### src/rtl/mycpu_pkg.sv
// Shared types for the mycpu function unit: opcode encoding, pipe states and
// the signed saturation helper used by the arithmetic and multiply paths.
package mycpu_pkg;

  typedef enum logic [3:0] {
    FMOVA = 4'd0,
    FINC  = 4'd1,
    FADD  = 4'd2,
    FSUB  = 4'd3,
    FDEC  = 4'd4,
    FMUL  = 4'd5,
    FSRA  = 4'd6,
    FSLA  = 4'd7,
    FSHR  = 4'd8,
    FSHL  = 4'd9,
    FAND  = 4'd10,
    FOR   = 4'd11,
    FXOR  = 4'd12,
    FNOT  = 4'd13,
    FMOVB = 4'd14,
    FCLR  = 4'd15
  } fs_t;

  typedef enum logic {
    S_IDLE = 1'b0,
    S_MUL  = 1'b1
  } fu_state_t;

  // Wide enough for a signed 2*32-bit product plus sign and headroom.
  localparam int unsigned SAT_W = 66;

  function automatic logic signed [SAT_W-1:0] sat_clip(
    input logic signed [SAT_W-1:0] value,
    input int unsigned             width
  );
    logic signed [SAT_W-1:0] hi;
    logic signed [SAT_W-1:0] lo;
    hi = (SAT_W'(1) <<< (width - 1)) - SAT_W'(1);
    lo = -hi - SAT_W'(1);
    if (value > hi) return hi;
    if (value < lo) return lo;
    return value;
  endfunction

endpackage

### src/rtl/fu_mul_iter.sv
// Iterative shift-add magnitude multiplier: one partial product per enabled
// cycle, DATA_W cycles after start; o_done_c holds until the next start.
module fu_mul_iter #(
  parameter int unsigned DATA_W = 16
) (
  input  logic                  clk,
  input  logic                  rst,
  input  logic                  i_start,
  input  logic                  i_en,
  input  logic [DATA_W-1:0]     i_a_mag,
  input  logic [DATA_W-1:0]     i_b_mag,
  output logic                  o_done_c,
  output logic [2*DATA_W-1:0]   o_prod
);

  localparam int unsigned CNT_W  = $clog2(DATA_W + 1);
  localparam int unsigned PROD_W = 2 * DATA_W;

  logic [PROD_W-1:0] r_mcand;
  logic [DATA_W-1:0] r_mplier;
  logic [PROD_W-1:0] r_acc;
  logic [CNT_W-1:0]  r_cnt;
  logic              w_last;

  assign w_last   = (r_cnt == CNT_W'(DATA_W));
  assign o_done_c = i_en && w_last;
  assign o_prod   = r_acc;

  always_ff @(posedge clk) begin
    if (rst) begin
      r_mcand  <= '0;
      r_mplier <= '0;
      r_acc    <= '0;
      r_cnt    <= '0;
    end else if (i_start) begin
      r_mcand  <= PROD_W'(i_a_mag);
      r_mplier <= i_b_mag;
      r_acc    <= '0;
      r_cnt    <= '0;
    end else if (i_en && !w_last) begin
      r_acc    <= r_mplier[0] ? (r_acc + r_mcand) : r_acc;
      r_mcand  <= r_mcand << 1;
      r_mplier <= r_mplier >> 1;
      r_cnt    <= r_cnt + CNT_W'(1);
    end
  end

endmodule

### src/rtl/fu_pipe.sv
// Handshaked function unit: single-cycle ALU ops, iterative saturating FMUL.
// Define MYCPU_FU_SATARITH_EN to saturate FINC/FADD/FSUB/FDEC instead of wrapping.
module fu_pipe
  import mycpu_pkg::*;
#(
  parameter int unsigned DATA_W = 16
) (
  input  logic              clk,
  input  logic              rst,
  input  logic              in_valid,
  output logic              in_ready,
  input  logic [DATA_W-1:0] a_in,
  input  logic [DATA_W-1:0] b_in,
  input  logic [3:0]        fs_in,
  output logic              out_valid,
  input  logic              out_ready,
  output logic [DATA_W-1:0] f_out,
  output logic              z_out,
  output logic              n_out,
  output logic              v_out,
  output logic [3:0]        fs_out,
  output logic              busy
);

  localparam int unsigned PROD_W = 2 * DATA_W;

  fu_state_t         r_state;
  fu_state_t         w_state_nxt;
  logic              r_out_valid;
  logic [DATA_W-1:0] r_f;
  logic              r_z;
  logic              r_n;
  logic              r_v;
  logic [3:0]        r_fs;
  logic              r_busy;
  logic              r_mul_neg;

  fs_t               w_op;
  logic              w_out_free;
  logic              w_accept;
  logic              w_mul_start;
  logic              w_mul_en;
  logic              w_mul_done;
  logic              w_load;
  logic [DATA_W-1:0] w_a_mag;
  logic [DATA_W-1:0] w_b_mag;
  logic [PROD_W-1:0] w_prod;

  logic signed [SAT_W-1:0] w_a_s;
  logic signed [SAT_W-1:0] w_b_s;
  logic signed [SAT_W-1:0] w_arith;
  logic signed [SAT_W-1:0] w_arith_clip;
  logic signed [SAT_W-1:0] w_mul_s;
  logic signed [SAT_W-1:0] w_mul_clip;
  logic              w_is_arith;
  logic [DATA_W-1:0] w_logic_f;
  logic [DATA_W-1:0] w_arith_f;
  logic [DATA_W-1:0] w_alu_f;
  logic              w_alu_v;
  logic [DATA_W-1:0] w_f_nxt;
  logic              w_v_nxt;
  logic [3:0]        w_fs_nxt;

  assign w_op        = fs_t'(fs_in);
  assign w_out_free  = !r_out_valid || out_ready;
  assign in_ready    = (r_state == S_IDLE) && w_out_free;
  assign w_accept    = in_valid && in_ready;
  assign w_mul_start = w_accept && (w_op == FMUL);
  assign w_mul_en    = (r_state == S_MUL);
  // Two's-complement magnitude; the most negative value maps to 2^(W-1) unsigned.
  assign w_a_mag     = a_in[DATA_W-1] ? -a_in : a_in;
  assign w_b_mag     = b_in[DATA_W-1] ? -b_in : b_in;

  fu_mul_iter #(.DATA_W(DATA_W)) u_mul (
    .clk      (clk),
    .rst      (rst),
    .i_start  (w_mul_start),
    .i_en     (w_mul_en),
    .i_a_mag  (w_a_mag),
    .i_b_mag  (w_b_mag),
    .o_done_c (w_mul_done),
    .o_prod   (w_prod)
  );

  // Single-cycle datapath; arithmetic is evaluated wide so overflow is a range check.
  always_comb begin
    w_a_s      = SAT_W'(signed'(a_in));
    w_b_s      = SAT_W'(signed'(b_in));
    w_arith    = '0;
    w_is_arith = 1'b0;
    w_logic_f  = '0;
    case (w_op)
      FINC:  begin w_arith = w_a_s + SAT_W'(1); w_is_arith = 1'b1; end
      FADD:  begin w_arith = w_a_s + w_b_s;     w_is_arith = 1'b1; end
      FSUB:  begin w_arith = w_a_s - w_b_s;     w_is_arith = 1'b1; end
      FDEC:  begin w_arith = w_a_s - SAT_W'(1); w_is_arith = 1'b1; end
      FMOVA: w_logic_f = a_in;
      FSRA:  w_logic_f = {b_in[DATA_W-1], b_in[DATA_W-1:1]};
      FSLA,
      FSHL:  w_logic_f = {b_in[DATA_W-2:0], 1'b0};
      FSHR:  w_logic_f = {1'b0, b_in[DATA_W-1:1]};
      FAND:  w_logic_f = a_in & b_in;
      FOR:   w_logic_f = a_in | b_in;
      FXOR:  w_logic_f = a_in ^ b_in;
      FNOT:  w_logic_f = ~a_in;
      FMOVB: w_logic_f = b_in;
      default: w_logic_f = '0;
    endcase
    w_arith_clip = sat_clip(w_arith, DATA_W);
    w_alu_v      = w_is_arith && (w_arith_clip != w_arith);
`ifdef MYCPU_FU_SATARITH_EN
    w_arith_f    = w_arith_clip[DATA_W-1:0];
`else
    w_arith_f    = w_arith[DATA_W-1:0];
`endif
    w_alu_f      = w_is_arith ? w_arith_f : w_logic_f;
  end

  always_comb begin
    w_mul_s = SAT_W'(w_prod);
    if (r_mul_neg) w_mul_s = -w_mul_s;
    w_mul_clip = sat_clip(w_mul_s, DATA_W);
  end

  // Next state / output-register load; a finished multiply waits if the slot is full.
  always_comb begin
    w_state_nxt = r_state;
    w_load      = 1'b0;
    w_f_nxt     = w_alu_f;
    w_v_nxt     = w_alu_v;
    w_fs_nxt    = fs_in;
    case (r_state)
      S_IDLE: begin
        if (w_accept) begin
          if (w_op == FMUL) w_state_nxt = S_MUL;
          else              w_load      = 1'b1;
        end
      end
      S_MUL: begin
        if (w_mul_done && w_out_free) begin
          w_state_nxt = S_IDLE;
          w_load      = 1'b1;
          w_f_nxt     = w_mul_clip[DATA_W-1:0];
          w_v_nxt     = (w_mul_clip != w_mul_s);
          w_fs_nxt    = FMUL;
        end
      end
      default: w_state_nxt = S_IDLE;
    endcase
  end

  always_ff @(posedge clk) begin
    if (rst) begin
      r_state     <= S_IDLE;
      r_out_valid <= 1'b0;
      r_f         <= '0;
      r_z         <= 1'b0;
      r_n         <= 1'b0;
      r_v         <= 1'b0;
      r_fs        <= '0;
      r_busy      <= 1'b0;
      r_mul_neg   <= 1'b0;
    end else begin
      r_state <= w_state_nxt;
      r_busy  <= (w_state_nxt == S_MUL);
      if (w_mul_start) r_mul_neg <= a_in[DATA_W-1] ^ b_in[DATA_W-1];
      if (w_load) begin
        r_out_valid <= 1'b1;
        r_f         <= w_f_nxt;
        r_z         <= (w_f_nxt == '0);
        r_n         <= w_f_nxt[DATA_W-1];
        r_v         <= w_v_nxt;
        r_fs        <= w_fs_nxt;
      end else if (out_ready) begin
        r_out_valid <= 1'b0;
      end
    end
  end

  assign out_valid = r_out_valid;
  assign f_out     = r_f;
  assign z_out     = r_z;
  assign n_out     = r_n;
  assign v_out     = r_v;
  assign fs_out    = r_fs;
  assign busy      = r_busy;

endmodule

### config.mk
export PLATFORM = sky130hd
export DESIGN_NAME = fu_pipe
export DESIGN_NICKNAME = d
export VERILOG_FILES = /design/src/rtl/mycpu_pkg.sv /design/src/rtl/fu_mul_iter.sv /design/src/rtl/fu_pipe.sv
export SDC_FILE = /design/constraint.sdc
export NUM_CORES = 1
export LEC_CHECK = 0
export BUFFER_PORTS_ARGS = -buffer_cell sky130_fd_sc_hd__buf_4
export CORE_MARGIN = 2
export CORE_UTILIZATION = 53
export CTS_BUF_LIST = sky130_fd_sc_hd__clkbuf_2
export CTS_CLUSTER_SIZE = 10
export DETAILED_ROUTE_END_ITERATION = 8
export GPL_TIMING_DRIVEN = 0
export PLACE_DENSITY = 0.71
export SETUP_SLACK_MARGIN = 0.1
export SKIP_LAST_GASP = 1
export SYNTH_ARGS = -nofsm -noshare
export SYNTH_HDL_FRONTEND = slang
export SYNTH_SLANG_ARGS = --single-unit
### constraint.sdc
create_clock -name clk -period 13.99 [get_ports clk]
set_input_delay 0.6995 -clock clk [delete_from_list [all_inputs] [get_ports clk]]
set_output_delay 0.6995 -clock clk [all_outputs]
set_load 0.1 [all_outputs]
==> Word level (Yosys, flattened, before mapping) <==
Index checks and enable logic that the tools add are counted.
{ "classes": {"n_eq_ne": 17, "bitwise_logic": 6, "reduce_logical": 18, "n_lt_le_gt_ge": 4, "add_sub_neg": 9, "n_mux": 41} }
{ "ops": {"columns": ["cell", "count"], "rows": [
  ["2-to-1 mux 66 bit", 9],
  ["one-hot mux 66 bit (4 select lines)", 1],
  ["2-to-1 mux 16 bit", 9],
  ["one-hot mux 16 bit (9 select lines)", 1],
  ["greater-than comparator 66 x 16 -> 1 bit, second input constant", 2],
  ["< comparator 66 x 16 -> 1 bit, second input constant", 2],
  ["!= test 66 bit", 2],
  ["negator 32 -> 66 bit", 1],
  ["adder 32 bit", 1],
  ["negator 16 bit", 2],
  ["equality test 4 bit, second input constant", 7],
  ["adder 16 x 16 -> 17 bit", 1],
  ["adder 16 x 2 -> 17 bit, second input constant", 1],
  ["2-to-1 mux 1 bit", 17],
  ["subtractor 16 x 16 -> 17 bit", 1],
  ["subtractor 16 x 2 -> 17 bit, second input constant", 1],
  ["AND 16 bit", 1],
  ["equality test 4 x 3 -> 1 bit, second input constant", 4],
  ["zero test 16 bit", 1],
  ["NOT 16 bit", 1],
  ["OR 16 bit", 1],
  ["bitwise XOR 16 bit", 1],
  ["equality test 4 x 2 -> 1 bit, second input constant", 2],
  ["2-to-1 mux 4 bit", 2],
  ["other kinds (14)", 24]
]} }
{ "totals": {"output_inout_bits": 26, "input_bits": 40, "regBits": 111} }

==> Longest topological paths before layout <==
Gate-level depths: netlist (run 1).
{ "logic_depth": {"word_depth": 11, "mapped_depth": 26, "ltp_nobuf": 26} }

==> Hierarchy <==
From an unflattened synthesis (run 1), not the netlist that was laid out.
{ "unflattened": {"cells_unflattened": 1588, "hier_area_um2": 11135.7} }
{ "by_module_without_submodules": {"columns": ["module", "area_per_inst_um2", "seq_area_each_um2", "n_inst", "cells_per_inst"], "rows": [
  ["fu_pipe", 6214.7, 500.5, 1, 919],
  ["fu_mul_iter", 4921.0, 1701.6, 1, 669]
]} }

==> Worst setup path after synthesis (run 1) <==
Ideal clock, no wire load.
{ "synth_timing": {"kind": "input port to flip-flop", "startpoint": "in b_in[2]", "endpoint": "reg r_v (netlist: v_out)", "cell_stages": 24, "path_slack_ns": 8.531, "setup_time_ns": 0.115, "t_arrival_ns": 5.344, "cell_sequence": "inv_1 > nand3_1 > or3_1 > or3_1 > or3_1 > or3_1 > or3_1 > nor3_1 > ha_1 > a21oi_1 > o32a_1 > nor2_1 > ha_1 > or4_1 > o22ai_1 > xnor2_1 > nor2_1 > a21o_1 > ha_1 > inv_1 > a311oi_1 > nor2_1 > o41ai_1 > a2111oi_0"} }
{ "synth_via": {"elab_chain_cells": 11, "word_cells_on_any_way": 15, "classes_between": "add/sub: 2; order compare: 2; eq/ne: 1; mux: 9; reduce/logical: 1"} }
{ "synth_rtl": {"columns": ["item", "line", "rtl"], "rows": [
  ["start, declared", "fu_pipe.sv:13", "input logic [DATA_W-1:0] b_in,"],
  ["subtractor 16 x 16 -> 17 bit or adder 16 x 16 -> 17 bit (tied branches)", "fu_pipe.sv:95, fu_pipe.sv:94", null],
  ["one-hot mux 66 bit (4 select lines) *", "fu_pipe.sv:92", "case (w_op)"],
  ["< comparator 66 x 16 -> 1 bit", "mycpu_pkg.sv:41", "if (value < lo) return lo;"],
  ["2-to-1 mux 1 bit (2 in a row)", "mycpu_pkg.sv:41", null],
  ["2-to-1 mux 66 bit", "mycpu_pkg.sv:42", "return value;"],
  ["2-to-1 mux 66 bit", "mycpu_pkg.sv:41", null],
  ["!= test 66 bit *", "fu_pipe.sv:110", "w_alu_v = w_is_arith && (w_arith_clip != w_arith);"],
  ["logical AND 1 bit *", "fu_pipe.sv:110", null],
  ["2-to-1 mux 1 bit", "fu_pipe.sv:140", "if (w_mul_done && w_out_free) begin"],
  ["2-to-1 mux 1 bit *", "fu_pipe.sv:132", "case (r_state)"],
  ["end signal, assigned", "fu_pipe.sv:172", "r_v <= w_v_nxt;"],
  ["end, declared", "fu_pipe.sv:33", "logic r_v;"]
]} }
Every way passes the cells marked *; elsewhere a longest branch is shown, timed or not. The select of a mux whose other input is x is not followed.
A chain may end at the register's enable or synchronous reset.

==> Final worst setup path (run 1) <==
{ "layout_timing": {"startpoint": "in fs_in[0]", "endpoint": "reg r_v (netlist: v_out)"} }
{ "layout_via": {"elab_chain_cells": 11, "word_cells_on_any_way": 23, "classes_between": "order compare: 2; eq/ne: 6; mux: 13; reduce/logical: 2"} }
{ "layout_rtl": {"columns": ["item", "line", "rtl"], "rows": [
  ["start, declared", "fu_pipe.sv:14", "input logic [3:0] fs_in,"],
  ["equality test 4 x 3 -> 1 bit (tied with other cells)", "fu_pipe.sv:92", null],
  ["one-hot mux 66 bit (4 select lines)", "fu_pipe.sv:92", null],
  ["< comparator 66 x 16 -> 1 bit", "mycpu_pkg.sv:41", null],
  ["2-to-1 mux 1 bit (2 in a row)", "mycpu_pkg.sv:41", null],
  ["2-to-1 mux 66 bit", "mycpu_pkg.sv:42", null],
  ["2-to-1 mux 66 bit", "mycpu_pkg.sv:41", null],
  ["!= test 66 bit", "fu_pipe.sv:110", null],
  ["logical AND 1 bit", "fu_pipe.sv:110", null],
  ["2-to-1 mux 1 bit", "fu_pipe.sv:140", null],
  ["2-to-1 mux 1 bit", "fu_pipe.sv:132", null]
]} }
Several ways; a longest one is shown, not always the timed one. The select of a mux whose other input is x is not followed.

==> flow_summary.ini, run 1 <==
[clock_network]
cts_setup_buffers = 0
htreeDepth = 3
cts_sinks = 110
clkSlewWorstSetupHoldPaths_ps = 360
cts_root_buf = clkbuf_2
cts_tree = yes
clock_path_buffers = 2
clk_latency_ps = 680
cts_buffers = 9
cts_resized = 0
cts_hold_buf = 0

[global_route]
antenna_found_initial = 1
grt_pass1_wl_mm = 63.6
grt_max_degree = 21
grt_pass1_vias = 11200
grt_usage = 0.382
overflow = 0

[route]
ant_nets = 0
wl_per_cell_um = 22.1
drt_pass1_iterations = 6
viasPerCell = 6.43
wl_mm = 42.0
drcViolationCount = 0
via_count = 12200
drt_iter0_markers = 1287

[sta]
maxSlewHeadroom = 0.0794
hold_viol = 0
finalCritPeriodShare = 0.443
worst_slack_ps = 7790
finalSetupViolCount = 0
period_needed_ps = 6200
rsz0062_at_grt = false
skew_ps = 41.7
tightest_slew_ps = 1380
setup-tns-final_ps = 0
fmax_mhz = 161
slew_viol_final = 0

[worst_setup_path]
timing.rr.start = u_mul.o_prod[1]
reg2reg_to = z_out
required_ps = 14590
end_kind = register
slowest_delay_ps = 560
setup.worst_path.start_class = input pin
path_max_fanout = 10
crit_slowest_cell = buf_1
critPathBufInv = 6
ff2ff_path_depth = 16
worstPathArrival_ps = 6800
critPathTopFamily = buffers and inverters
regToRegSetupSlack_ps = 8240
path_cells = buf_4, clkbuf_1, buf_1, clkbuf_1, buf_1, o21ai_0, o22a_1, nor2_1, ha_1, nor2b_1, o2111ai_1, nand3_1, and3_1, nor3_1, nand2_1, nor4_1, nand4_1, a21o_1, ha_1, inv_1, a311oi_1, nor2_1, o41ai_1, a2111oi_0
crit_type = in -> reg

[die]
die-width_um = 147
die-height_um = 147
dieArea_um2 = 21500
pin_count = 66
start_util = 0.537
core-area_um2 = 20100
num_rows = 52

[hold_path]
whs_path_depth = 3
min_to = u_mul.r_mcand[0]
hold_class = in -> reg
min-delay-start = a_in[0]

[power_and_ir_drop]
combPwrFrac = 0.333
p_leak_nw = 4.77
clkPwrFrac = 0.215
p_switching_mw = 0.304
ir_worst_vdd_mv = 0.0467
p_sw_frac = 0.418
power.density_nw_per_um2 = 62.1
p_int_mw = 0.423
pwr-share-seq = 0.452

[run_status]
outcome = finished, final reports clean

[layout]
drive_gt1_frac = 0.0632
area_delta_synth_final_pct = 8.59
final_nets = 1754

[flow_run]
drv_cap = 0

[yosys]
synthTopCellsByArea = dfxtp_1, ha_1, nand2_1, a21oi_1, nor2_1
synth_cell_types = 74
async_reset_ff_frac = 0
synth-edff-count = 0
netlist_area_um2 = 10800
synth_largest_area_cell = dfxtp_1
yosysSeqAreaShare = 0.204
syn-num-nets = 1680
synth-seq-cells = 110
synth.top_cell.area_share = 0.204
syn_inst = 1550
yosys_most_used_dff = dfxtp_1
yosysWarnings = 0
synth.avg_cell_area_um2 = 6.96

[place]
pre_cts_slack_ps = 7240
io_buffers = 63
hpwlAfterDp_mm = 33.3
gp_congestion = 1.04
[power by group through the flow]
stage | Sequential, mW | Combinational (mW) | Clock, mW
6_report | 0.328 | 0.242 | 0.157
5_1_grt | 0.329 | 0.257 | 0.166
3_5_place_dp | 0.333 | 0.235 | 0
2_1_floorplan | 0.370 | 0.120 | 0
4_1_cts | 0.328 | 0.236 | 0.158
3_3_place_gp | 0.333 | 0.235 | 0
[layout make-up]
type	count	area, um2
Fill cell	1985	8390
Tap cell	270	338
Buffer	109	442
Antenna cell	1	2.50
Inverter	61	229
Clock inverter	7	62.6
Timing Repair Buffer	63	473
Clock buffer	9	45.0
Multi-Input combinational cell	1270	7920
Sequential cell	110	2200
[cell usage in the layout, fill, tap and decap left out, types with 15 or more instances in the layout]
cell | Yosys | layout
nand2_1 | 221 | 221
nor2_1 | 175 | 175
a21oi_1 | 138 | 138
dfxtp_1 | 110 | 110
clkbuf_1 | 88 | 88
ha_1 | 88 | 88
o21ai_0 | 70 | 70
xnor2_1 | 64 | 64
buf_4 | 1 | 64
inv_1 | 61 | 61
nor3_1 | 44 | 44
nand3_1 | 42 | 42
a311oi_1 | 28 | 28
or3_1 | 26 | 26
xor2_1 | 25 | 25
a31oi_1 | 23 | 23
nand4_1 | 22 | 22
nor2b_1 | 18 | 18
nand2b_1 | 17 | 17
o211ai_1 | 17 | 17
a21o_1 | 17 | 17
and2_1 | 16 | 16
o31ai_1 | 15 | 15
a211oi_1 | 15 | 15
[worst max-delay path by stage]
| stage | startpoint | end | slack [ps] | cells after the start |
|---|---|---|---|---|
| floorplan | b_in[2] | v_out | 8530 | 24 |
| detailed placement | fs_in[0] | v_out | 7240 | 23 |
| CTS | fs_in[0] | v_out | 8000 | 23 |
| global placement | fs_in[0] | v_out | 7250 | 23 |
| finish | fs_in[0] | v_out | 7790 | 24 |
| global route | fs_in[0] | v_out | 7420 | 23 |
[cells by family after synthesis]
logic type      after synthesis  share of synthesized area
simple gates                639                      0.275
compound gates              436                      0.266
flops                       110                      0.204
buf+inv                     170                     0.0622
mux                          16                     0.0151
fa+ha+maj                    90                      0.106
xor+xnor                     89                     0.0723
[cell usage after synthesis, drive strengths merged (25+ instances only)]
cell	number
xnor2	64
or3	26
a311oi	28
nor3	44
a21oi	138
ha	88
dfxtp	110
nor2	175
o21ai	70
inv	61
clkbuf	88
nand2	221
xor2	25
nand3	42
[flip-flops by register name, summed over array words and instances, names as in the netlist]
| signal | count |
|---|---|
| busy | 1 |
| v_out | 1 |
| fs_out | 4 |
| u_mul.r_cnt | 5 |
| out_valid | 1 |
| f_out | 16 |
| r_mul_neg | 1 |
| u_mul.r_mcand | 32 |
| z_out | 1 |
| u_mul.r_mplier | 16 |
| u_mul.o_prod | 32 |
[routing by layer]
layer | GRT usage | vias to the layer above | share of wire
met5 | 0 | - | 0
met4 | 0.152 | 0 | 0.043
met3 | 0.0869 | 133 | 0.10
met2 | 0.583 | 656 | 0.43
met1 | 0.521 | 5716 | 0.43
li1 | - | 5718 | -
[per-stage QoR]
step | util | hold slack (ps) | cells | power [mW] | instance area [um2]
after global placement | 0.577 | 440 | 1883 | 0.567 | 11600
after CTS | 0.583 | 269 | 1899 | 0.722 | 11700
after detailed placement | 0.577 | 445 | 1883 | 0.568 | 11600
after global routing | 0.583 | 308 | 1900 | 0.753 | 11700
final | 0.583 | 294 | 1900 | 0.727 | 11700
after floorplan | - | 441 | 1550 | 0.490 | 10800
[worst min-delay path, cell delays in order]
cell and delay (ps):
buf_4 140, nand2_1 60, a21oi_1 50
Power figures use the tool's default switching activity.
==> run 2: changes to the inputs <==
--- a/config.mk
+++ b/config.mk
@@ -12,7 +12,7 @@
 export CTS_CLUSTER_SIZE = 10
 export DETAILED_ROUTE_END_ITERATION = 8
 export GPL_TIMING_DRIVEN = 0
-export PLACE_DENSITY = 0.71
+export PLACE_DENSITY = 0.74
 export SETUP_SLACK_MARGIN = 0.1
 export SKIP_LAST_GASP = 1
 export SYNTH_ARGS = -nofsm -noshare
==> constraint.sdc (replaced) <==
create_clock -name clk -period 5.54 [get_ports clk]
set_input_delay 0.277 -clock clk [delete_from_list [all_inputs] [get_ports clk]]
set_output_delay 0.277 -clock clk [all_outputs]
set_load 0.1 [all_outputs]
==> run 2 against run 1 <==
Setup slack worse by 7400 ps. Highest routed layer unchanged. Sequential share of layout area shrank 0.21 points. Global-route usage shrank 0.38 points. Combinational power rose to 2.6 times the previous value.
==> flow_summary.ini, run 2 (same netlist as run 1, synthesis figures left out) <==
[run_status]
outcome = finished, final reports clean

[die]
die-width_um = 147
die-height_um = 147
pin_count = 66
start_util = 0.537
core-area_um2 = 20100
dieArea_um2 = 21500
num_rows = 52

[worst_setup_path]
end_kind = register
setup.worst_path.start_class = input pin
critPathTopFamily = compound AO/OA/AOI/OAI gates
worstPathArrival_ps = 5740
critPathBufInv = 6
slowest_delay_ps = 570
crit_slowest_cell = clkbuf_1
path_max_fanout = 10
crit_type = in -> reg
required_ps = 6110

[route]
viasPerCell = 6.47
drcViolationCount = 0
wl_per_cell_um = 21.8
wl_mm = 41.7
drt_pass1_iterations = 6
via_count = 12400
drt_iter0_markers = 1238
ant_nets = 0

[clock_network]
cts_tree = yes
htreeDepth = 3
cts_buffers = 9
clk_latency_ps = 650
clkSlewWorstSetupHoldPaths_ps = 320
cts_sinks = 110
clock_path_buffers = 2
cts_root_buf = clkbuf_2

[sta]
fmax_mhz = 194
setup-tns-final_ps = 0
skew_ps = 46.6
finalCritPeriodShare = 0.933
worst_slack_ps = 373
rsz0062_at_grt = true
slew_viol_final = 0
maxSlewHeadroom = 0.0554
finalSetupViolCount = 0
tightest_slew_ps = 1410
hold_viol = 0
period_needed_ps = 5170

[global_route]
grt_pass1_wl_mm = 64.0
overflow = 0
grt_usage = 0.378
antenna_found_initial = 1
grt_pass1_vias = 11300
grt_max_degree = 19

[power_and_ir_drop]
clkPwrFrac = 0.218
p_sw_frac = 0.402
ir_worst_vdd_mv = 0.133
pwr-share-seq = 0.447
p_switching_mw = 0.744
combPwrFrac = 0.334
power.density_nw_per_um2 = 156
p_int_mw = 1.11
p_leak_nw = 4.84

[layout]
postLayoutCoreUtil = 0.589
drive_gt1_frac = 0.0684
final_nets = 1763
final_common_cell = nand2_1
area_delta_synth_final_pct = 9.83
final_cell_mix = nand2_1, nor2_1, a21oi_1

[hold_path]
hold_class = in -> reg

[place]
hpwlAfterDp_mm = 32.7
pre_cts_slack_ps = -564
gp_congestion = 1.05
io_buffers = 63

[flow_run]
drv_cap = 0
run 2: cell types whose count changed in the layout (fill, tap and decap cells not counted), sizes merged:
| cell | previous run | this run |
|---|---|---|
| dlygate4sd3 | 0 | 8 |
| diode | 1 | 2 |
| bufinv | 0 | 1 |
| clkinvlp | 2 | 0 |
| clkbuf | 97 | 98 |
| clkinv | 1 | 3 |
| inv | 65 | 63 |
run 2: area by class of cell:
class | instances | area, um2
Antenna cell | 2 | 5.00
Fill cell | 1990 | 8260
Clock inverter | 6 | 71.3
Inverter | 61 | 229
Timing Repair Buffer | 73 | 568
Clock buffer | 9 | 45.0
Multi-Input combinational cell | 1270 | 7940
Tap cell | 270 | 338
Buffer | 108 | 444
Sequential cell | 110 | 2200
run 2: stage by stage:
| step | cell area (um2) | instances | hold WS (ps) | total power, mW |
|---|---|---|---|---|
| 3_3_place_gp | 11600 | 1883 | 440 | 1.43 |
| 6_report | 11800 | 1909 | 57.0 | 1.85 |
| 4_1_cts | 11800 | 1905 | 11.4 | 1.84 |
| 3_5_place_dp | 11600 | 1883 | 445 | 1.44 |
| 5_1_grt | 11800 | 1909 | 18.5 | 1.92 |
| 2_1_floorplan | 10800 | 1550 | 413 | 1.24 |
run 2: per-layer routing:
layer | part of all wire | track usage
met5 | 0 | 0
met4 | 0.037 | 0.138
met3 | 0.091 | 0.0709
met2 | 0.44 | 0.597
met1 | 0.43 | 0.514
run 2: power groups by stage:
| stage | combinational [mW] | sequential (mW) | clock (mW) |
|---|---|---|---|
| after floorplan | 0.303 | 0.934 | 0 |
| after global placement | 0.592 | 0.840 | 0 |
| after detailed placement | 0.595 | 0.841 | 0 |
| after CTS | 0.601 | 0.828 | 0.410 |
| after global routing | 0.654 | 0.832 | 0.439 |
| final | 0.620 | 0.828 | 0.404 |
run 2: path summary, 6_finish.rpt:
path	from	to	slack [ps]	cells past startpoint
min	a_in[8]	u_mul.r_mcand[8]	60	4
min reg2reg	u_mul.r_mcand[13]	u_mul.r_mcand[14]	470	2
max	fs_in[0]	v_out	370	25
max reg2reg	u_mul.o_prod[1]	z_out	400	18
run 2: worst reg2reg max path, stage by stage (launching register included):
cell and delay (ps):
dfxtp_1 500, inv_1 230, ha_1 290, nor4b_1 490, nand4_1 380, buf_4 260, nor4_4 350, o211ai_1 120
o41ai_1 90, nand4_1 120, nor4_1 350, nand2_1 140, ha_1 420, clkbuf_2 270, nor2_1 80, o32ai_1 300
nor3b_1 280, and4b_1 230, a41o_1 160
run 2: timing repair:
action	in CTS	in global routing
setup endpoints to repair	0	2
setup buffers	0	2
endpoints found under the hold margin	7	1
hold buffers	7	1
resized for setup	0	13
==> run 3: changes to the inputs <==
--- a/config.mk
+++ b/config.mk
@@ -13,6 +13,7 @@
 export DETAILED_ROUTE_END_ITERATION = 8
 export GPL_TIMING_DRIVEN = 0
 export PLACE_DENSITY = 0.74
+export RECOVER_POWER = 100
 export SETUP_SLACK_MARGIN = 0.1
 export SKIP_LAST_GASP = 1
 export SYNTH_ARGS = -nofsm -noshare
==> run 3 against run 2 <==
The run now ends with max-capacitance violations, max-slew violations left. Clock skew up 4.8 ps. Worst hold slack improved by 4.1 ps. Design area fell by 0.95%. Clock power hardly changed. Setup slack got worse by 28 ps. Via count up 0.13%. Power shrank 0.70%. Maximum frequency down 0.53%. Largest power group unchanged. Highest routed layer unchanged.
==> flow_summary.ini, run 3 (same netlist as run 1, synthesis figures left out) <==
[layout]
postLayoutCoreUtil = 0.584
stdcell_area_um2 = 11700
area_delta_synth_final_pct = 8.78
final_common_cell = nand2_1
drive_gt1_frac = 0.0507
final_nets = 1763
final_cell_mix = nand2_1, nor2_1, a21oi_1

[sta]
fmax_mhz = 193
finalCritPeriodShare = 0.938
maxSlewHeadroom = -0.198
rsz0062_at_grt = true
tightest_slew_ps = 1780
finalSetupViolCount = 0
setup-tns-final_ps = 0
period_needed_ps = 5190
skew_ps = 51.5
hold_viol = 0
slew_viol_final = 7

[route]
drt_pass1_iterations = 9
drcViolationCount = 0
wl_mm = 41.6
ant_nets = 0
via_count = 12400
drt_iter0_markers = 1265
wl_per_cell_um = 21.8
viasPerCell = 6.48

[worst_setup_path]
worstPathArrival_ps = 5750
setup.worst_path.start_class = input pin
critPathTopFamily = buffers and inverters
critPathBufInv = 7
crit_slowest_cell = clkbuf_1
end_kind = register
required_ps = 6100
cpMostUsedCell = inv_1
path_max_fanout = 10
crit_type = in -> reg
slowest_delay_ps = 570

[clock_network]
clock_path_buffers = 2
cts_buffers = 9
clkSlewWorstSetupHoldPaths_ps = 340
clk_latency_ps = 650
cts_sinks = 110
cts_root_buf = clkbuf_2
htreeDepth = 3
cts_tree = yes

[die]
dieArea_um2 = 21500
pin_count = 66
die-height_um = 147
core-area_um2 = 20100
num_rows = 52
start_util = 0.537
die-width_um = 147

[run_status]
outcome = complete, but fails checks
failed_checks = max-capacitance violations, max-slew violations

[place]
hpwlAfterDp_mm = 32.7
gp_congestion = 1.05
io_buffers = 63
dpl-instance-area_um2 = 11600

[power_and_ir_drop]
p_leak_nw = 4.73
power.density_nw_per_um2 = 157
ir_worst_vdd_mv = 0.133
p_total_mw = 1.84

[flow_run]
drv_cap = 1

[global_route]
grt_pass1_vias = 11300
antenna_found_initial = 1
grt_pass1_wl_mm = 64.0
overflow = 0
grt_max_degree = 19
grt_usage = 0.378

[hold_path]
hold_class = in -> reg
-- run 3: cell types whose count changed in the layout (fill, tap and decap cells not counted), moves of 2 or more --
cell	change
and2_0	+2
and2_1	-2
nor4_2	-2
clkbuf_1	+30
buf_4	-26
nor4_1	+2
buf_1	-3
-- run 3: timing repair --
item / 4_1_cts / 5_1_grt
endpoints found under the setup margin: 0 / 2
gates resized for setup: 0 / 13
hold buffers: 7 / 1
endpoints found under the hold margin: 7 / 1
setup buffers: 0 / 2
-- run 3: worst reg2reg max path, cell delays in order (launching register included) --
cell and delay (ps):
dfxtp_1 490, inv_1 220, ha_1 280, nor4b_1 480
nand4_1 390, o41a_1 510, o41ai_1 360, nand4_1 120
nor4_1 340, nand2_1 140, ha_1 420, clkbuf_2 270
nor2_1 90, o32ai_1 310, nor3b_1 290, and4b_1 240
a41o_1 160
-- run 3: worst paths after layout --
check                         start                 to  slack [ps]  cells past startpoint
hold reg to reg   u_mul.r_mcand[13]  u_mul.r_mcand[14]         470                      2
setup reg to reg    u_mul.o_prod[1]              z_out         400                     16
setup / recovery           fs_in[0]              v_out         350                     26
hold / removal              a_in[8]   u_mul.r_mcand[8]          60                      4
-- run 3: power breakdown --
group | switching [mW] | leakage [nW] | internal [mW]
clock network | 0.297 | 0.0719 | 0.108
logic | 0.433 | 3.77 | 0.173
registers | 0.0129 | 0.891 | 0.815
-- run 3: layout make-up --
type / instances / area (um2)
Fill cell: 2027 / 8370
Multi-Input combinational cell: 1270 / 7930
Sequential cell: 110 / 2200
Timing Repair Buffer: 73 / 470
Buffer: 108 / 443
Tap cell: 270 / 338
Inverter: 61 / 229
Clock inverter: 6 / 71.3
Clock buffer: 9 / 45.0
Antenna cell: 2 / 5.00
-- run 3: stage by stage --
| step | worst slack [ps] | hold WS [ps] | std cells |
|---|---|---|---|
| 2_1_floorplan | 504 | 413 | 1550 |
| 3_3_place_gp | -482 | 440 | 1883 |
| 3_5_place_dp | -564 | 445 | 1883 |
| 4_1_cts | 154 | 11.4 | 1905 |
| 5_1_grt | 52.3 | 18.5 | 1909 |
| 6_report | 346 | 61.0 | 1909 |
-- run 3: metal layers --
layer	part of all wire	GRT usage	up-vias
li1	-	-	5753
met1	0.43	0.514	5871
met2	0.45	0.597	630
met3	0.092	0.0709	116
met4	0.036	0.138	0
met5	0	0	-
